`src/rtl/lfsr_period_meter.sv`:
```
// Period monitor for the 8-bit LFSR stage: captures the seed after each load,
// counts shift cycles until it reappears and flags lock-up, runaway and inconsistent periods.
module lfsr_period_meter #(
    parameter int MAX_COUNT = 511
) (
    input  logic       clock,
    input  logic       reset_n,
    input  logic       sel,
    input  logic [1:8] Y,
    output logic [8:0] period,
    output logic       period_valid,
    output logic       locked,
    output logic       mismatch,
    output logic       stuck,
    output logic       timeout
);

    localparam logic [2:0] IDLE    = 3'd0;
    localparam logic [2:0] ARM     = 3'd1;
    localparam logic [2:0] MEASURE = 3'd2;
    localparam logic [2:0] LOCKED  = 3'd3;
    localparam logic [2:0] FAULT   = 3'd4;

    localparam logic [8:0] COUNT_MAX = 9'(MAX_COUNT);

    logic [2:0] state_r,  state_s;
    logic [1:8] ref_r,    ref_s;
    logic [8:0] count_r,  count_s;
    logic [8:0] first_r,  first_s;
    logic [8:0] period_r, period_s;
    logic       period_valid_r, period_valid_s;
    logic       locked_r,   locked_s;
    logic       mismatch_r, mismatch_s;
    logic       stuck_r,    stuck_s;
    logic       timeout_r,  timeout_s;
    logic       match_s;

    assign match_s = (Y == ref_r);

    // Next-state and output computation; a load strobe overrides every state.
    always_comb begin
        state_s        = state_r;
        ref_s          = ref_r;
        count_s        = count_r;
        first_s        = first_r;
        period_s       = period_r;
        period_valid_s = 1'b0;
        locked_s       = locked_r;
        mismatch_s     = mismatch_r;
        stuck_s        = stuck_r;
        timeout_s      = timeout_r;
        if (sel) begin
            state_s    = ARM;
            count_s    = 9'd0;
            locked_s   = 1'b0;
            mismatch_s = 1'b0;
            stuck_s    = 1'b0;
            timeout_s  = 1'b0;
        end else begin
            case (state_r)
                IDLE: begin
                    state_s = IDLE;
                end
                ARM: begin
                    ref_s   = Y;
                    count_s = 9'd1;
                    if (Y == 8'h00) begin
                        stuck_s = 1'b1;
                        state_s = FAULT;
                    end else begin
                        state_s = MEASURE;
                    end
                end
                MEASURE, LOCKED: begin
                    // A match on the saturating count still wins over the timeout.
                    if (match_s) begin
                        period_s       = count_r;
                        period_valid_s = 1'b1;
                        locked_s       = 1'b1;
                        count_s        = 9'd1;
                        state_s        = LOCKED;
                        if (state_r == MEASURE) begin
                            first_s = count_r;
                        end else if (count_r != first_r) begin
                            mismatch_s = 1'b1;
                        end else begin
                            mismatch_s = mismatch_r;
                        end
                    end else if (count_r == COUNT_MAX) begin
                        timeout_s = 1'b1;
                        state_s   = FAULT;
                    end else begin
                        count_s = count_r + 9'd1;
                    end
                end
                FAULT: begin
                    state_s = FAULT;
                end
                default: begin
                    state_s = IDLE;
                end
            endcase
        end
    end

    // State and output registers with asynchronous clear.
    always_ff @(posedge clock or negedge reset_n) begin
        if (!reset_n) begin
            state_r        <= IDLE;
            ref_r          <= 8'h00;
            count_r        <= 9'd0;
            first_r        <= 9'd0;
            period_r       <= 9'd0;
            period_valid_r <= 1'b0;
            locked_r       <= 1'b0;
            mismatch_r     <= 1'b0;
            stuck_r        <= 1'b0;
            timeout_r      <= 1'b0;
        end else begin
            state_r        <= state_s;
            ref_r          <= ref_s;
            count_r        <= count_s;
            first_r        <= first_s;
            period_r       <= period_s;
            period_valid_r <= period_valid_s;
            locked_r       <= locked_s;
            mismatch_r     <= mismatch_s;
            stuck_r        <= stuck_s;
            timeout_r      <= timeout_s;
        end
    end

    assign period       = period_r;
    assign period_valid = period_valid_r;
    assign locked       = locked_r;
    assign mismatch     = mismatch_r;
    assign stuck        = stuck_r;
    assign timeout      = timeout_r;

endmodule

```
`config.mk`:
```
export PLATFORM = sky130hd
export DESIGN_NAME = lfsr_period_meter
export DESIGN_NICKNAME = d
export VERILOG_FILES = /design/src/rtl/lfsr_period_meter.sv
export SDC_FILE = /design/constraint.sdc
export NUM_CORES = 1
export LEC_CHECK = 0
export CAP_MARGIN = 20
export CORE_UTILIZATION = 50
export CTS_BUF_LIST = sky130_fd_sc_hd__clkbuf_4 sky130_fd_sc_hd__clkbuf_8
export DETAILED_ROUTE_END_ITERATION = 8
export HOLD_SLACK_MARGIN = 0.03
export MAX_ROUTING_LAYER = met4
export PLACE_DENSITY = 0.73
export SLEW_MARGIN = 20
export SYNTH_ARGS = -nofsm -noshare
export SYNTH_HDL_FRONTEND = slang
export SYNTH_SLANG_ARGS = --single-unit
export TNS_END_PERCENT = 1
```
`constraint.sdc`:
```
create_clock -name clock -period 2.3 [get_ports clock]
set_clock_uncertainty 0.1 [all_clocks]
set_input_delay 0.23 -clock clock [delete_from_list [all_inputs] [get_ports clock]]
set_output_delay 0.23 -clock clock [all_outputs]
set_load 0.01 [all_outputs]
```
# Word-level counts from Yosys, hierarchy flattened
# Cells that the tools add are included.
# classes
n_mux,27
n_reduce_logical,17
add_sub_neg,1
eq_ne,11
n_bitwise,1
# ops
operator,count
$mux W9,3
$mux W1,18
$pmux W9 S2,1
$mux W3,4
$reduce_bool A2 Y1,6
$add A9 B1 Y9 const B,1
$eq A9 B9 Y1 const B,1
$ne A9 B9 Y1,1
$pmux W3 S3,1
$eq A8 B8 Y1,1
$logic_not A8 Y1,1
$ne A4 B4 Y1 const B,2
$reduce_and A2 Y1,4
$reduce_and A4 Y1,2
$eq A3 B2 Y1 const B,2
$reduce_and A3 Y1,2
$ne A2 B2 Y1 const B,2
$eq A3 B1 Y1 const B,1
$eq A3 B3 Y1 const B,1
$reduce_bool A3 Y1,1
$reduce_or A2 Y1,1
$not A1 Y1,1
# totals
register_bits,43
wordCells,67

# Logic depth before layout (Yosys ltp)
# Gate-level depths: netlist of the first run.
# logic_depth
ltp_word,6
mapped_depth,9
ltp_nobuf,8

# Worst setup path before layout of the first run
# No wires, ideal clock.
# synth_timing
path_type,register to register
startpoint,reg ref_r[1] in the netlist's numbering
endpoint,reg first_r[0]
stages_incl_launch_ff,7
path_slack_ns,0.226
arrival_time_ns,1.849
t_required_ns,2.075
cell_sequence,dfrtp_1 -> xor2_1 -> nor4_4 -> nand2_2 -> or3_1 -> buf_6 -> mux2_4
# synth_via
elab_chain_len,2
# synth_rtl
item,line_no,text
"start, declared",27,"logic [1:8] ref_r, ref_s;"
"start signal, assigned",121,ref_r <= ref_s;
$eq A8 B8 Y1,38,assign match_s = (Y == ref_r);
$reduce_and A4 Y1 (no source line),n/a,
"end signal, assigned",123,first_r <= first_s;
"end, declared",29,"logic [8:0] first_r, first_s;"
# Every way passes these cells.
# A chain may end at the register's enable or synchronous reset.

# Final worst setup path of the first run
# layout_timing
startpoint,reg count_r[4]
endpoint,reg count_r[6]
# layout_via
elab_chain_len,5
word_cells_on_any_way,8
# layout_rtl
item,line_no,text
"start, declared",28,"logic [8:0] count_r, count_s;"
"start signal, assigned",122,count_r <= count_s;
$add A9 B1 Y9,93,count_s = count_r + 9'd1;
$mux W9,89,end else if (count_r == COUNT_MAX) begin
$mux W9,76,if (match_s) begin
$pmux W9 S2,60,case (state_r)
$mux W9,52,if (sel) begin
# Parallel ways exist; a longest one is shown, timed or not. The select of a mux whose other input is x is not followed.

==> results.toml, run 1 <==
[worst_setup_path]
worstPathRequired_ps = 2420
crit_type = "reg -> reg"
r2r_slack_ps = 230
crit_end = "count_r[6]$_DFFE_PN0P_"
cp_max_fo = 6
rr_worst_depth = 8
end_kind = "register"
crit_path_start = "count_r[4]$_DFFE_PN0P_"
reg2reg_from = "count_r[4]$_DFFE_PN0P_"
worstPathArrival_ps = 2190
r2r-end = "count_r[6]$_DFFE_PN0P_"
crit_path_start_kind = "register"

[routing]
dr.first_iter.drc_count = 82
drc = 0
wire_per_inst_um = 15.4
dr_total_vias = 1478
avgViaCountPerCell = 5.47
wirelength_um = 4150
drtAntennaViolNets = 0
first_pass_iters = 4

[timing]
finalCritPeriodShare_pct = 90.0
rsz0062_at_grt = "false"
worst_pin_slew_ps = 938
slew_violations = 0
setup_violations = 0
min_period_ps = 2070
setup-tns-final_ps = 0
fmax_mhz = 483
hold_viol_final = 0
maxSlewHeadroom_pct = 37.5

[synthesis]
synth_cells = 174
synth_fp_nets = 187
synth_area_um2 = 2090
synth_seq_area_share_pct = 51.4
synth_seq_cells = 43
syn_avg_cell_area_um2 = 12.0
yosys_warnings = 0
yosysUniqueCellTypes = 37

[layout]
n_antenna_cell = 0
layoutNonFillerInstCount = 270
fillers = 303
layout_commonest_cell = "dfrtp_1"
drive_above_1_share_pct = 23.6
multiInputGateArea_um2 = 967
syn_to_final_growth_pct = 25.5
mostFrequentLayoutCells = "dfrtp_1, clkdlybuf4s50_1, buf_4"
final_nets = 232
seq_area_um2 = 1080
final_cell_area_um2 = 2630

[die]
fp.dieH_um = 66.7
initial_core_util_pct = 52.3
num_rows = 23
die_area_um2 = 4450
dieWidth_um = 66.7
core_um2 = 4000
ioPinCount = 25

[power_and_ir_drop]
leakage_nw = 1.26
ir_drop_v = 0.000494
finalPower_mw = 1.80
p_per_area_nw_per_um2 = 684

[grt]
grt_pass1_vias = 1466
antenna_found_initial = 0
overflow = 0
grt_use_met1_pct = 27.2
grtUsageMet2_pct = 35.2
gr-usage-met3_pct = 5.65
grt_use_total_pct = 22.1
top_usage_layer = "met2"
grt_pass1_wl_um = 6910
grt_max_degree = 44

[place]
place_inst = 261
placed_cell_area_um2 = 2500
place_congestion = 0.824
detailed_place_hpwl_um = 3080
port_buffers = 24

[clock_network]
clock-sinks = 43
post_cts_resized = 0
postCtsSetupRepairBufs = 0
htree_levels = 2
clockBufferDepth = 2
hold_buffers = 1
tritoncts = "built"
clk_latency_ps = 300
clk_pin_slew_worst_paths_ps = 80
cts-root-buf = "clkbuf_8"
cts_buffers = 5

[outcome]
status = "finished clean"

[worst_hold_path]
hp-class = "reg -> reg"

[flow_run]
max-cap-violations = 0
## cell usage after synthesis
master / n / area (µm²)
dfrtp_1: 43 / 1080
xor2_1: 16 / 140
mux2_2: 12 / 135
nor2_1: 11 / 41.3
mux2_4: 9 / 135
o21ai_0: 8 / 40.0
inv_1: 6 / 22.5
nor3_1: 6 / 30.0
a21oi_1: 5 / 25.0
mux2_1: 5 / 56.3
a31oi_1: 4 / 25.0
nand2_1: 4 / 15.0
nand3_1: 4 / 20.0
a21o_1: 3 / 22.5
clkbuf_1: 3 / 11.3
nor2b_1: 3 / 18.8
nor4_1: 3 / 18.8
or3_1: 3 / 18.8
xnor2_1: 3 / 26.3
a22o_1: 2 / 17.5
ha_1: 2 / 25.0
nand2b_1: 2 / 12.5
nand4b_1: 2 / 17.5
nor4_4: 2 / 42.5
a211oi_1: 1 / 7.51
a221o_1: 1 / 10.0
a311oi_1: 1 / 8.76
and3_1: 1 / 6.26
buf_2: 1 / 5.00
buf_6: 1 / 11.3
nand2_2: 1 / 6.26
nand4_1: 1 / 6.26
nor3_2: 1 / 10.0
o211ai_1: 1 / 7.51
o21bai_1: 1 / 7.51
or2_1: 1 / 6.26
or4_1: 1 / 7.51
## layout make-up
cell class              count  area share, %
inverters                   6          0.858
well taps                  50           2.38
clock buffers               6           3.14
clock inverters             2           1.33
multi-input cells         120           36.8
repair buffers             43           14.5
flip-flops and latches     43           41.0
## logic make-up (layout without fill, tap and decap cells)
logic type	count (synthesis)	in the layout	synth area share, %
xor gates and xnor gates	19	19	7.95
and+or+nand+nor	46	46	13.3
AOI/OAI and AO/OA	27	27	8.19
DFF	43	43	51.4
adders and majority gates	2	2	1.20
muxes	26	26	15.6
buffers and inverters	11	57	2.39
## worst min-delay path by stage
| stage | from | endpoint | slack [ps] | depth (start not counted) |
|---|---|---|---|---|
| 3_3_place_gp | reset_n | period[0]$_DFFE_PN0P_ | 310 | 1 |
| 3_5_place_dp | reset_n | first_r[0]$_DFFE_PN0P_ | 330 | 1 |
| 4_1_cts | period[3]$_DFFE_PN0P_ | period[3]$_DFFE_PN0P_ | 410 | 1 |
| 2_1_floorplan | reset_n | count_r[0]$_DFFE_PN0P_ | -170 | 0 |
| 5_1_grt | period[3]$_DFFE_PN0P_ | period[3]$_DFFE_PN0P_ | 420 | 1 |
| 6_report | period[3]$_DFFE_PN0P_ | period[3]$_DFFE_PN0P_ | 400 | 1 |
## through the flow
stage	hold slack [ps]	setup WS [ps]	util, %
3_3_place_gp	308	-23.7	62.5
5_1_grt	422	87.3	65.7
2_1_floorplan	-166	226	-
3_5_place_dp	328	-59.3	62.5
4_1_cts	408	228	65.7
6_report	404	231	65.7
## per-layer routing
layer	share of wire, %	vias up	wire (µm)
met3	2.9	10	119
li1	-	708	-
met5	0	-	0
met2	50	25	2080
met4	1.9	0	79
met1	45	735	1880
## sequential cells by signal (all words and copies together) (netlist names)
register	cells
mismatch	1
state_r	3
first_r	9
period	9
stuck	1
locked	1
ref_r	8
period_valid	1
count_r	9
timeout	1
## where the power goes
| part | internal, mW | total, mW | switching [mW] |
|---|---|---|---|
| Sequential | 0.816 | 0.860 | 0.0434 |
| Combinational | 0.160 | 0.326 | 0.167 |
| Clock | 0.351 | 0.610 | 0.259 |
## worst max-delay path, cell delays in order (launching register included)
cell and delay, ps:
dfrtp_1 460, and3_1 220, nand2_1 100, nor2_1 60
ha_1 200, nor2b_1 230, nand3_1 120, or4_1 400
o21ai_0 90
No activity file was read; power rests on OpenSTA's default activity.
==> run 2: changes to the inputs <==
--- a/config.mk
+++ b/config.mk
@@ -12,6 +12,7 @@
 export HOLD_SLACK_MARGIN = 0.03
 export MAX_ROUTING_LAYER = met4
 export PLACE_DENSITY = 0.73
+export RECOVER_POWER = 25
 export SLEW_MARGIN = 20
 export SYNTH_ARGS = -nofsm -noshare
 export SYNTH_HDL_FRONTEND = slang
==> results.toml, run 2 (synthesis gave the netlist of run 1 again) <==
[worst_setup_path]
worstPathRequired_ps = 2420
crit_type = "reg -> reg"
end_kind = "register"
worstPathArrival_ps = 2190
crit_path_start_kind = "register"
cp_max_fo = 6

[grt]
antenna_found_initial = 0
grt_max_degree = 44
overflow = 0
grt_pass1_vias = 1466
grt_pass1_wl_um = 6910
grt_use_total_pct = 22.1

[die]
fp.dieH_um = 66.7
initial_core_util_pct = 52.3
die_area_um2 = 4450
ioPinCount = 25
dieWidth_um = 66.7
core_um2 = 4000
num_rows = 23

[clock_network]
clk_latency_ps = 300
clk_pin_slew_worst_paths_ps = 80
clock-sinks = 43
clockBufferDepth = 2
htree_levels = 2
cts-root-buf = "clkbuf_8"
postCtsSetupRepairBufs = 0
cts_buffers = 5
hold_buffers = 1
tritoncts = "built"
post_cts_resized = 0

[layout]
fin_util_pct = 65.7
n_antenna_cell = 0
syn_to_final_growth_pct = 25.5
mostFrequentLayoutCells = "dfrtp_1, clkdlybuf4s50_1, buf_4"
final_nets = 232
fillers = 303
final_cell_area_um2 = 2630
layout_commonest_cell = "dfrtp_1"
layoutNonFillerInstCount = 270
drive_above_1_share_pct = 23.6

[routing]
dr_total_vias = 1478
first_pass_iters = 4
wire_per_inst_um = 15.4
dr.first_iter.drc_count = 82
drc = 0
avgViaCountPerCell = 5.47
wirelength_um = 4150
drtAntennaViolNets = 0

[place]
place_congestion = 0.824
placed_cell_area_um2 = 2500
detailed_place_hpwl_um = 3080
port_buffers = 24
place_inst = 261

[timing]
setup_violations = 0
min_period_ps = 2070
maxSlewHeadroom_pct = 30.4
slew_violations = 0
worst_pin_slew_ps = 1040
rsz0062_at_grt = "false"
fmax_mhz = 483
hold_viol_final = 0
whs_ps = 404
finalCritPeriodShare_pct = 90.0

[power_and_ir_drop]
ir_drop_v = 0.000494
power_frac_seq_pct = 47.9
p_sw_share_pct = 26.1
power.switching_uw = 468
p_comb_share_pct = 18.2
leakage_nw = 1.26
internal_power_mw = 1.33
finalPower_mw = 1.80
p_per_area_nw_per_um2 = 684
p_clk_share_pct = 34.0

[outcome]
status = "finished clean"

[flow_run]
max-cap-violations = 0

[worst_hold_path]
hp-class = "reg -> reg"
[run 2: power by group through the flow]
stage          clock network (mW)  logic, mW  registers [mW]
2_1_floorplan                   0      0.208           0.870
3_3_place_gp                    0      0.318           0.873
3_5_place_dp                    0      0.327           0.876
4_1_cts                     0.617      0.330           0.860
5_1_grt                     0.652      0.361           0.867
6_report                    0.610      0.326           0.860
[run 2: final timing paths]
kind | endpoint | depth (start not counted) | startpoint | slack, ps
worst max-delay path | count_r[6]$_DFFE_PN0P_ | 8 | count_r[4]$_DFFE_PN0P_ | 230
worst min-delay path | period[3]$_DFFE_PN0P_ | 1 | period[3]$_DFFE_PN0P_ | 400
worst max register to register | count_r[6]$_DFFE_PN0P_ | 8 | count_r[4]$_DFFE_PN0P_ | 230
worst min register to register | period[3]$_DFFE_PN0P_ | 1 | period[3]$_DFFE_PN0P_ | 400
max in group asynchronous | ref_r[5]$_DFFE_PN0P_ | 2 | reset_n | 920
min in group asynchronous | period[8]$_DFFE_PN0P_ | 2 | reset_n | 540
[run 2: cell type report]
| type | count | area (µm²) | share of cell area, % |
|---|---|---|---|
| inverters | 6 | 22.5 | 0.858 |
| well taps | 50 | 62.6 | 2.38 |
| clock buffers | 6 | 82.6 | 3.14 |
| repair buffers | 43 | 380 | 14.5 |
| flip-flops and latches | 43 | 1080 | 41.0 |
| multi-input cells | 120 | 967 | 36.8 |
| clock inverters | 2 | 35.0 | 1.33 |
[run 2: routing by layer]
layer	share of wire [%]	vias up	wire length, µm	track usage [%]
met5	0	-	0	-
met4	1.9	0	79	7.98
met3	2.9	10	119	5.65
met2	50	25	2080	35.2
met1	45	735	1870	27.2
li1	-	708	-	-
[run 2: critical path, stage by stage, from the launching register on]
cell and delay, ps:
dfrtp_1 460, and3_1 220, nand2_1 100, nor2_1 60, ha_1 200, nor2b_1 230
nand3_1 120, or4_1 400, o21ai_0 90
[run 2: per-stage QoR]
step	setup TNS (ps)	worst slack, ps
floorplan	0	226
global placement	-209	-23.7
detailed placement	-618	-59.3
CTS	0	228
global route	0	87.3
finish	0	231
==> run 3: changes to the inputs <==
--- a/config.mk
+++ b/config.mk
@@ -17,4 +17,3 @@
 export SYNTH_ARGS = -nofsm -noshare
 export SYNTH_HDL_FRONTEND = slang
 export SYNTH_SLANG_ARGS = --single-unit
-export TNS_END_PERCENT = 1
==> results of run 3 <==
The final DEF is identical to that of run 2; final timing and power are the same.
